### src/rtl/ring_pkg.sv
// Shared ring definitions for the memory-stop front end: slot encodings, Address-slot fields, token FSM states.
package ring_pkg;

    localparam logic [3:0] SLOT_TOKEN = 4'd1;
    localparam logic [3:0] SLOT_ADDR  = 4'd2;
    localparam logic [3:0] SLOT_WDATA = 4'd3;
    localparam logic [3:0] SLOT_NULL  = 4'd7;

    localparam int ADDR_READ_BIT = 28;

    typedef enum logic [1:0] {
        TOK_IDLE = 2'd0,
        TOK_SEND = 2'd1,
        TOK_WAIT = 2'd2
    } tok_state_t;

    // A dest entry is {local bit, id}; the id must hold a ring source id or a local reader index.
    function automatic int dest_id_w(input int src_w, input int n_local);
        return (src_w > $clog2(n_local)) ? src_w : $clog2(n_local);
    endfunction

endpackage

### src/rtl/ring_mem_destq.sv
// Destination queue: synchronous FIFO of pending read destinations.
// Latency: push visible at head one cycle later; pop is combinational from the head.
// Backpressure: full/empty flags; a pop frees space for a same-cycle push when full.
module ring_mem_destq #(
    parameter int DEPTH = 32,
    parameter int W     = 5
) (
    input  logic         clock,
    input  logic         reset,
    input  logic         push,
    input  logic [W-1:0] push_dat,
    input  logic         pop,
    output logic [W-1:0] pop_dat,
    output logic         full,
    output logic         empty
);
    localparam int AW = $clog2(DEPTH);

    logic [W-1:0]  mem [DEPTH];
    logic [AW-1:0] wr_ptr;
    logic [AW-1:0] rd_ptr;
    logic [AW:0]   count;
    logic          do_push;
    logic          do_pop;

    assign full    = (count == (AW+1)'(DEPTH));
    assign empty   = (count == '0);
    assign do_pop  = pop & ~empty;
    assign do_push = push & (~full | do_pop);
    assign pop_dat = mem[rd_ptr];

    always_ff @(posedge clock or posedge reset) begin
        if (reset) begin
            wr_ptr <= '0;
            rd_ptr <= '0;
            count  <= '0;
        end else begin
            if (do_push) wr_ptr <= wr_ptr + AW'(1);
            if (do_pop)  rd_ptr <= rd_ptr + AW'(1);
            case ({do_push, do_pop})
                2'b10:   count <= count + (AW+1)'(1);
                2'b01:   count <= count - (AW+1)'(1);
                default: count <= count;
            endcase
        end
    end

    always_ff @(posedge clock) begin
        if (do_push) mem[wr_ptr] <= push_dat;
    end

endmodule

### src/rtl/ring_mem_mux.sv
// Ring memory-stop front end: token source, Address/WriteData sink, read return, local reader arbitration.
// Latency: ring path, address issue, lack and read return combinational; ctl_wb_wr one cycle after last word.
// Backpressure: local grants stall on rif limit or full queue; ring reads never stall (overflow is sticky).
// Optional RING_MEM_METERS_EN adds per-slot-type occupancy counters read through mtr_sel/mtr_data.
module ring_mem_mux
    import ring_pkg::*;
#(
    parameter int DATA_W     = 32,
    parameter int ADDR_W     = 26,
    parameter int SRC_W      = 4,
    parameter int LINE_WORDS = 4,
    parameter int N_LOCAL    = 2,
    parameter int DQ_DEPTH   = 32,
    parameter int MAX_RIF    = 31
) (
    input  logic                         clock,
    input  logic                         reset,
    input  logic [DATA_W-1:0]            ring_in,
    input  logic [3:0]                   slot_type_in,
    input  logic [SRC_W-1:0]             source_in,
    output logic [DATA_W-1:0]            ring_out,
    output logic [3:0]                   slot_type_out,
    output logic [SRC_W-1:0]             source_out,
    output logic [DATA_W-1:0]            rd_return,
    output logic [SRC_W-1:0]             rd_dest,
    input  logic                         inhibit,
    input  logic [N_LOCAL-1:0]           lreq,
    input  logic [N_LOCAL*ADDR_W-1:0]    laddr,
    output logic [N_LOCAL-1:0]           lack,
    output logic [N_LOCAL-1:0]           lrd_valid,
    output logic [LINE_WORDS*DATA_W-1:0] lrd_data,
    output logic [ADDR_W-1:0]            ctl_addr,
    output logic                         ctl_af_wr,
    output logic                         ctl_read,
    output logic [LINE_WORDS*DATA_W-1:0] ctl_wd,
    output logic                         ctl_wb_wr,
    input  logic [LINE_WORDS*DATA_W-1:0] ctl_rd,
    input  logic                         ctl_rb_empty,
    output logic                         ctl_rb_rd,
`ifdef RING_MEM_METERS_EN
    input  logic [3:0]                   mtr_sel,
    output logic [DATA_W-1:0]            mtr_data,
`endif
    output logic                         err_overflow
);
    localparam int ID_W  = dest_id_w(SRC_W, N_LOCAL);
    localparam int WC_W  = $clog2(LINE_WORDS);
    localparam int PTR_W = (N_LOCAL > 1) ? $clog2(N_LOCAL) : 1;
    localparam int RIF_W = $clog2(MAX_RIF + 1);

    typedef struct packed {
        logic            is_local;
        logic [ID_W-1:0] id;
    } dest_t;

    tok_state_t                   state;
    logic [WC_W-1:0]              wcnt;
    logic [WC_W-1:0]              rcnt;
    logic [RIF_W-1:0]             rif;
    logic [PTR_W-1:0]             ptr;
    logic [LINE_WORDS*DATA_W-1:0] wd_line;

    logic                         is_addr, is_wdata, is_token, addr_read;
    logic                         grant_vld;
    logic [PTR_W-1:0]             grant_idx;
    logic [ADDR_W-1:0]            lsel_addr;
    logic                         push, pop, ring_rd_vld;
    dest_t                        push_d, head;
    logic [ID_W:0]                q_head;
    logic                         q_full, q_empty;

    assign is_addr   = (slot_type_in == SLOT_ADDR);
    assign is_wdata  = (slot_type_in == SLOT_WDATA);
    assign is_token  = (slot_type_in == SLOT_TOKEN);
    assign addr_read = ring_in[ADDR_READ_BIT];

    always_comb begin
        slot_type_out = slot_type_in;
        ring_out      = ring_in;
        source_out    = source_in;
        if (state == TOK_SEND) begin
            slot_type_out = SLOT_TOKEN;
            ring_out      = '0;
            source_out    = '0;
        end else if (is_token) begin
            slot_type_out = SLOT_NULL;
            ring_out      = '0;
            source_out    = '0;
        end
    end

    // Round robin: lowest requester at or above ptr wins, else lowest below ptr.
    always_comb begin
        grant_vld = 1'b0;
        grant_idx = '0;
        for (int i = N_LOCAL - 1; i >= 0; i--) begin
            if (lreq[i] && PTR_W'(i) < ptr) begin
                grant_vld = 1'b1;
                grant_idx = PTR_W'(i);
            end
        end
        for (int i = N_LOCAL - 1; i >= 0; i--) begin
            if (lreq[i] && PTR_W'(i) >= ptr) begin
                grant_vld = 1'b1;
                grant_idx = PTR_W'(i);
            end
        end
        if (reset || is_addr || q_full || rif >= RIF_W'(MAX_RIF)) grant_vld = 1'b0;
    end

    always_comb begin
        lsel_addr = '0;
        lack      = '0;
        for (int i = 0; i < N_LOCAL; i++) begin
            if (grant_idx == PTR_W'(i)) begin
                lsel_addr = laddr[i*ADDR_W +: ADDR_W];
                lack[i]   = grant_vld;
            end
        end
    end

    assign ctl_af_wr       = ~reset & (is_addr | grant_vld);
    assign ctl_addr        = is_addr ? ring_in[ADDR_W-1:0] : lsel_addr;
    assign ctl_read        = is_addr ? addr_read : grant_vld;
    assign ctl_wd          = wd_line;
    assign push            = ~reset & ((is_addr & addr_read) | grant_vld);
    assign push_d.is_local = ~is_addr;
    assign push_d.id       = is_addr ? ID_W'(source_in) : ID_W'(grant_idx);
    assign head            = q_head;
    assign lrd_data        = ctl_rd;

    always_comb begin
        rd_return   = '0;
        rd_dest     = '0;
        lrd_valid   = '0;
        ctl_rb_rd   = 1'b0;
        pop         = 1'b0;
        ring_rd_vld = 1'b0;
        if (!reset && !q_empty && !ctl_rb_empty) begin
            if (head.is_local) begin
                for (int i = 0; i < N_LOCAL; i++) lrd_valid[i] = (head.id == ID_W'(i));
                ctl_rb_rd = 1'b1;
                pop       = 1'b1;
            end else begin
                ring_rd_vld = 1'b1;
                rd_dest     = head.id[SRC_W-1:0];
                for (int k = 0; k < LINE_WORDS; k++)
                    if (rcnt == WC_W'(k)) rd_return = ctl_rd[k*DATA_W +: DATA_W];
                if (rcnt == WC_W'(LINE_WORDS - 1)) begin
                    ctl_rb_rd = 1'b1;
                    pop       = 1'b1;
                end
            end
        end
    end

    ring_mem_destq #(
        .DEPTH (DQ_DEPTH),
        .W     (ID_W + 1)
    ) u_destq (
        .clock    (clock),
        .reset    (reset),
        .push     (push),
        .push_dat (push_d),
        .pop      (pop),
        .pop_dat  (q_head),
        .full     (q_full),
        .empty    (q_empty)
    );

    always_ff @(posedge clock or posedge reset) begin
        if (reset) begin
            state        <= TOK_IDLE;
            wcnt         <= '0;
            rcnt         <= '0;
            rif          <= '0;
            ptr          <= '0;
            wd_line      <= '0;
            ctl_wb_wr    <= 1'b0;
            err_overflow <= 1'b0;
        end else begin
            case (state)
                TOK_IDLE: if (!inhibit) state <= TOK_SEND;
                TOK_SEND: state <= TOK_WAIT;
                TOK_WAIT: if (is_token) state <= inhibit ? TOK_IDLE : TOK_SEND;
                default:  state <= TOK_IDLE;
            endcase

            ctl_wb_wr <= is_wdata && (wcnt == WC_W'(LINE_WORDS - 1));
            if (is_wdata) begin
                wcnt <= wcnt + WC_W'(1);
                for (int k = 0; k < LINE_WORDS; k++)
                    if (wcnt == WC_W'(k)) wd_line[k*DATA_W +: DATA_W] <= ring_in;
            end

            if (ring_rd_vld) rcnt <= rcnt + WC_W'(1);

            if (grant_vld)
                ptr <= (grant_idx == PTR_W'(N_LOCAL - 1)) ? '0 : grant_idx + PTR_W'(1);

            case ({grant_vld, pop & head.is_local})
                2'b10:   rif <= rif + RIF_W'(1);
                2'b01:   rif <= rif - RIF_W'(1);
                default: rif <= rif;
            endcase

            if (push && q_full && !pop) err_overflow <= 1'b1;
        end
    end

`ifdef RING_MEM_METERS_EN
    logic [DATA_W-1:0] mtr_cnt [16];

    always_ff @(posedge clock or posedge reset) begin
        if (reset) begin
            for (int i = 0; i < 16; i++) mtr_cnt[i] <= '0;
        end else if (state == TOK_WAIT) begin
            mtr_cnt[slot_type_in] <= mtr_cnt[slot_type_in] + DATA_W'(1);
        end
    end

    assign mtr_data = mtr_cnt[mtr_sel];
`endif

endmodule

### config.mk
export PLATFORM = sky130hd
export DESIGN_NAME = ring_mem_mux
export DESIGN_NICKNAME = d
export VERILOG_FILES = /design/src/rtl/ring_pkg.sv /design/src/rtl/ring_mem_destq.sv /design/src/rtl/ring_mem_mux.sv
export SDC_FILE = /design/constraint.sdc
export NUM_CORES = 1
export LEC_CHECK = 0
export ABC_AREA = 0
export CORE_MARGIN = 1
export CORE_UTILIZATION = 31
export CTS_CLUSTER_DIAMETER = 100
export CTS_CLUSTER_SIZE = 8
export DETAILED_ROUTE_END_ITERATION = 7
export PLACE_DENSITY = 0.55
export SLEW_MARGIN = 20
export SYNTH_ARGS = -nofsm -noshare
export SYNTH_HDL_FRONTEND = slang
export SYNTH_SLANG_ARGS = --single-unit
### constraint.sdc
create_clock -name clock -period 11.2 [get_ports clock]
set_input_delay 2.24 -clock clock [delete_from_list [all_inputs] [get_ports clock]]
set_output_delay 2.24 -clock clock [all_outputs]
set_load 0.01 [all_outputs]
==> key figures, run 1 <==
Die
  – Die area: 52420 um^2
  – Die Ht: around 230 um
  – Row count: 82
  – Top Ports: 593
  – Core ar.: 50480 um^2
  – Width of the die: 229.0 um
  – Starting Density: 31.63%

STA
  – Max Freq: 136.5 MHz
  – Post-route clock period utilization: 65.43%
  – Layout Skew: 0.04364 ns
  – Slew Limit Fails: 0
  – RSZ-0062 raised after global routing: false
  – Setup_tns: 0 ns
  – Final Setup Violations: 0
  – Final Hold Viols: 0
  – Worst Tran Pin Value: 1.031 ns
  – Post-route setup slack: 3.871 ns
  – Worst rel slew slack: 30.99%
  – Hold WS: around 0.47 ns
  – Fin crit period: between 7 and 8 ns

Setup path
  – Setup crit end kind: primary output
  – Data arrival time of the critical path: 5.09 ns
  – Crit. Startpoint: slot_type_in[0]
  – CP max FO: 60
  – R2R setup slack: 6.86 ns
  – Reg2reg start: u_destq.rd_ptr[1]
  – Worst Setup Start Kind: input pin
  – WS Path Type: in2out
  – R2R cell count: 15
  – Req. time, crit path: 8.96 ns
  – R2R Path End: u_destq.count[4]

Drt
  – First DRT Iteration DRCs: 539
  – DRC viols: 0
  – Per-cell routed wire length: 21.73 um
  – Vias per cell: 4.738
  – WL final: 52.83 mm
  – Final ANT Viol Nets: 0
  – Total number of vias: between 10000 and 15000
  – First-pass DRT Iterations: 4

Power
  – Leakage: 8.790 nW
  – Pwr dens: between 200 and 250 nW/um^2
  – Power Total: 5.091 mW
  – Worst VDD drop: 114.7 uV

Yosys
  – Synth Instances: 1283
  – Synth area leaders: edfxtp_1 (30%), dfrtp_1 (25%), mux2_2 (9.3%)
  – Yosys warning total: 0
  – Number of distinct library cells after synthesis: between 50 and 60
  – Ys async rst share: 49.69%
  – Post-synth EDFFs: 160
  – Register area share after synthesis: a little over half
  – Avg Inst Size Synth: 12.45 um^2
  – Synthesis-stage register bit count: 318
  – Top-area cell type share of the netlist area: 30.09%
  – Post-Synthesis Cell Area: 15970 um^2
  – Primary FF master, synth: edfxtp_1
  – Yosys top cell by area: edfxtp_1
  – Syn_nets: 1530

Cells and area
  – Count of nets after finishing: 1981
  – Share of cells above drive strength 1: 14.62%
  – Fin cells: 2431
  – Area delta synth->final: 43.17%
  – Fillers: 4740
  – Core Util, Final: 45.29%
  – Fin area: 22860 um^2

Outcome
  – Outcome: finished, final reports clean

GRT
  – GRT Total Usage: ~20%
  – Gr ovfl total: 0
  – Global-route wire length before repair: 78.13 mm
  – Number of global-route vias before repair: 11950
  – Largest net degree at the start of global routing: 83
  – Initial antenna violation count: 3

Clock network
  – Clock Pin Slew Worst Setup and Hold Paths: about 0.050 ns
  – Clock buffer depth: 3
  – Num CTS Buffers: 45
  – Clock Sinks: 318
  – # H-tree levels: 2
  – Clock root buffer: clkbuf_16
  – TritonCTS clock tree: built
  – Hold-fix buffers at CTS: 0
  – Post-CTS Setup Bufs: 0
  – Clock Latency Late Sink: 0.58 ns
  – Post_cts resized: 0

Worst hold path
  – Hold WC Path Type: reg2reg
  – Hold Path Stages: 1
  – Hold path start: state[0]
  – Hold EP: state[0]

Placed design
  – DP Worst Slack: 3.866 ns
  – DP Area: 21580 um^2
  – # placed instances: 2359
  – GPL Wtd Cong: 0.9851
  – Post-detail-place hpwl: 38.91 mm
  – Port-buffer cells: 592

Job
  – Max Cap Viol: 0
-- per-layer routing --
layer,vias up,GRT usage [%],routed length (um)
li1,5319,-,-
met2,470,34.62,26590
met3,63,6.450,4521
met5,-,0,17
met4,2,6.271,1362
met1,5663,22.94,20330
-- state kept, by name, indices dropped and copies added, names as in the netlist --
register,cells
u_destq.count,6
err_overflow,1
u_destq.wr_ptr,5
ctl_wb_wr,1
u_destq.rd_ptr,5
u_destq.mem,160
rif,5
ctl_wd,128
ptr,1
wcnt,2
rcnt,2
state,2
-- report_power, final --
part | switching [mW] | total (mW) | leakage (nW) | internal (mW)
clock | 0.509 | 1.25 | 0.607 | 0.742
sequential | 0.220 | 1.71 | 3.45 | 1.49
combinational | 1.00 | 2.13 | 4.74 | 1.13
total | 1.73 | 5.09 | 8.79 | 3.36
-- final cells by class --
| type | instances | area [um^2] | area share [%] |
|---|---|---|---|
| antenna | 1 | 2.502 | 0.01095 |
| clock buffer | 68 | 1212 | 5.303 |
| clock inverter | 3 | 58.81 | 0.2572 |
| inverter | 17 | 68.82 | 0.3010 |
| multi-input combinational | 748 | 5898 | 25.80 |
| sequential | 318 | 8761 | 38.32 |
| tap | 672 | 840.8 | 3.678 |
| timing repair buffer | 604 | 6020 | 26.33 |
-- cell families (layout without fill, tap and decap cells) --
group	Yosys count	in the layout	synth area share, %
compound gates	137	137	4.991
buf+inv	217	692	8.502
mux	249	249	19.78
fa+ha+maj	21	21	1.693
xor+xnor	24	24	1.363
simple gates	317	317	8.823
other cells	0	1	0
flops	318	318	54.85
-- cells in the mapped netlist, types with 5 or more instances --
master	number
mux4_2	37
ha_1	20
edfxtp_1	160
nand3b_1	5
o21ai_0	67
nand2_1	114
and2_1	43
nor2_1	119
mux2_2	132
xnor2_1	13
buf_2	10
o211ai_1	6
buf_1	20
mux2i_1	77
xor2_1	10
inv_1	17
dfrtp_1	158
buf_4	133
a21oi_1	40
nor2b_1	7
clkbuf_1	34
nand2b_1	5
-- layout by cell type, fill, tap and decap left out, types with 10 or more instances in the layout --
cell type,count
nor2_1,118
edfxtp_1,160
ha_1,17
clkbuf_16,45
mux4_2,37
clkbuf_1,23
buf_4,11
nand2_1,110
a21oi_1,40
xor2_1,10
inv_1,16
clkdlybuf4s50_1,592
o21ai_0,65
mux2i_1,77
dfrtp_1,156
xnor2_1,13
mux2_2,132
and2_1,41
-- worst max path at each step --
stage / endpoint / slack (ns) / cells after the start
3_3_place_gp: ctl_af_wr / 3.90 / 6
3_5_place_dp: ctl_af_wr / 3.87 / 6
4_1_cts: ctl_af_wr / 3.85 / 6
5_1_grt: ctl_af_wr / 3.71 / 6
2_1_floorplan: ctl_wb_wr / 4.70 / 1
6_report: ctl_af_wr / 3.87 / 6
-- worst max-delay path, stage by stage --
cell	delay (ns)
clkdlybuf4s50_1	0.49
nor4b_2	0.30
buf_4	0.53
inv_1	0.60
a21oi_1	0.30
clkdlybuf4s50_1	0.60
Note: power is estimated with default switching activity, not from simulation.
==> run 2: changes to the inputs <==
PLACE_DENSITY = 0.58   (was 0.55)
clock period = 6 ns   (was 11.2 ns; I/O delays follow)
==> run 2 against run 1 <==
  * Power increased by 88%
  * Worst setup slack got worse by 3.2 ns
  * Die area unchanged
  * Flip-flop and latch count unchanged
  * Clock skew increased by 0.018 ns
  * Global-route usage decreased by 0.18 points
  * Clock power increased by 90%
  * Count of clock-buffer cells in the layout decreased by 5
  * Routed wire length decreased by 1.1%
  * Via count increased by 0.20%
==> key figures, run 2 (synthesized netlist as in run 1, its figures left out) <==
Drt
  – Per-cell routed wire length: 21.46 um (-1.3%)
  – First DRT Iteration DRCs: 548 (+1.7%)
  – DRC viols: 0 (unchanged)
  – Final ANT Viol Nets: 0 (unchanged)
  – Vias per cell: 4.739 (about the same)
  – Total number of vias: 11540 (+0.20%)
  – WL final: 52.25 mm (-1.1%)
  – First-pass DRT Iterations: 5 (+1)

Cells and area
  – Share of cells above drive strength 1: 15.14% (+0.53 points)
  – Largest register FFs: 160 (unchanged)
  – Largest register by flop count: u_destq.mem
  – Diode count: 0 (-1)
  – Most common cell after layout, fill and taps aside: clkdlybuf4s50_1
  – Commonest cells after routing, fill and taps aside: clkdlybuf4s50_1 (592), edfxtp_1 (160), dfrtp_1 (157)
  – Fin area: 22990 um^2 (+0.55%)
  – Count of nets after finishing: 1990 (+0.45%)
  – Fin cells: 2435 (+0.16%)
  – Area delta synth->final: 43.97%

STA
  – Setup_tns: 0 ns (unchanged)
  – Hold WS: 0.4789 ns (+0.01000 ns)
  – Post-route clock period utilization: 88.58%
  – Fin crit period: between 5 and 6 ns
  – Slew Limit Fails: 0 (unchanged)
  – Layout Skew: 0.06150 ns (+0.01786 ns)
  – RSZ-0062 raised after global routing: false
  – Worst Tran Pin Value: 1.026 ns (-0.004485 ns)
  – Final Setup Violations: 0 (unchanged)
  – Worst rel slew slack: 31.59% (+0.60 points)
  – Final Hold Viols: 0 (unchanged)
  – Max Freq: between 150 and 200 MHz

Die
  – Die Ht: 229.0 um (unchanged)
  – Starting Density: 31.63% (unchanged)
  – Width of the die: 229.0 um (unchanged)
  – Core ar.: 50480 um^2 (unchanged)
  – Top Ports: 593 (unchanged)
  – Die area: 52420 um^2 (unchanged)
  – Row count: 82 (unchanged)

Setup path
  – Setup crit end kind: primary output
  – R2R cell count: 14 (-1)
  – CP max FO: 38 (-37%)
  – Worst Setup Start Kind: flop
  – R2R Path End: u_destq.count[5]
  – Req. time, crit path: 4.80 ns (-4.16 ns)
  – R2R setup slack: 1.81 ns (-5.05 ns)
  – WS Path Type: reg2out
  – Data arrival time of the critical path: 4.11 ns (-0.98 ns)
  – Reg2reg start: u_destq.rd_ptr[1]

Clock network
  – Clock buffer depth: 3 (unchanged)
  – Clock Latency Late Sink: 0.59 ns (about the same)
  – # H-tree levels: 2 (unchanged)
  – Clock root buffer: clkbuf_16
  – Post-CTS Setup Bufs: 0 (unchanged)
  – TritonCTS clock tree: built
  – Num CTS Buffers: 46 (+2.2%)
  – Hold-fix buffers at CTS: 0 (unchanged)
  – Post_cts resized: 0 (unchanged)
  – Clock Sinks: 318 (unchanged)
  – Clock Pin Slew Worst Setup and Hold Paths: 0.05 ns (about the same)

Placed design
  – Port-buffer cells: 592 (unchanged)
  – DP Area: 21670 um^2 (+0.39%)
  – GPL Wtd Cong: 1.002 (+1.7%)
  – # placed instances: 2367 (+0.34%)
  – Post-detail-place hpwl: 39.05 mm (+0.35%)

GRT
  – Initial antenna violation count: 2 (-1)
  – Global-route wire length before repair: 77.47 mm (-0.84%)
  – Gr ovfl total: 0 (unchanged)
  – GRT Total Usage: 19.68% (-0.18 points)
  – Number of global-route vias before repair: 11910 (-0.32%)
  – Largest net degree at the start of global routing: 90 (+8.4%)

Power
  – Pwr dens: 417.1 nW/um^2 (+87%)
  – Leakage: 8.850 nW (+0.68%)
  – Worst VDD drop: 211.8 uV (+85%)
  – Power Total: 9.589 mW (+88%)

Outcome
  – Outcome: finished, final reports clean

Worst hold path
  – Hold path start: rif[4]
  – Hold WC Path Type: reg2reg
  – Hold Path Stages: 1 (unchanged)
  – Hold EP: rif[4]

Job
  – Max Cap Viol: 0 (unchanged)
run 2: cell count changes in the layout (fill, tap and decap cells not counted):
cell / delta
clkinvlp_4: +2
clkbuf_16: +1
inv_16: -1
dfrtp_2: -1
diode_2: -1
dfrtp_1: +1
clkbuf_1: -6
buf_6: -1
buf_4: +7
inv_6: -1
clkinv_16: +2
buf_12: +2
run 2: per-layer routing:
layer | wire length [um] | global-route usage, %
met3 | 4243 | 6.125
met5 | 0 | 0
met2 | 26890 | 35.53
met1 | 20040 | 22.29
met4 | 1067 | 5.146
run 2: critical path: stages (launching register included):
cell and delay, ns:
dfrtp_1 0.78, buf_4 0.36, mux2_2 0.37, a311oi_1 0.33, a211oi_2 0.17, nand2b_2 0.61
nor2_1 0.28, clkdlybuf4s50_1 0.57
run 2: area by class of cell:
class | count | area, um^2
clock buffer | 63 | 1215
timing repair buffer | 612 | 6101
inverter | 17 | 68.82
clock inverter | 5 | 105.1
multi-input combinational | 748 | 5898
fill | 4622 | 27490
tap | 672 | 840.8
sequential | 318 | 8760
run 2: worst max path at each step:
stage                      startpoint            end  slack, ns  depth (start not counted)
floorplan                       reset      ctl_wb_wr       0.54                          1
global placement                reset  rd_return[27]       1.01                          5
detailed placement              reset  rd_return[27]       0.94                          5
CTS                 u_destq.rd_ptr[1]  rd_return[27]       0.60                          7
global route        u_destq.rd_ptr[1]  rd_return[24]       0.38                          7
finish              u_destq.rd_ptr[1]  rd_return[27]       0.69                          7
run 2: per-stage QoR:
step	util, %	worst slack [ns]
floorplan	-	0.5368
global placement	42.92	1.006
detailed placement	42.92	0.9350
CTS	45.54	0.6034
global route	45.54	0.3780
finish	45.54	0.6850
run 2: power by group:
group	internal [mW]	switching [mW]
Clock	1.41	0.961
Sequential	2.79	0.376
Combinational	2.14	1.92
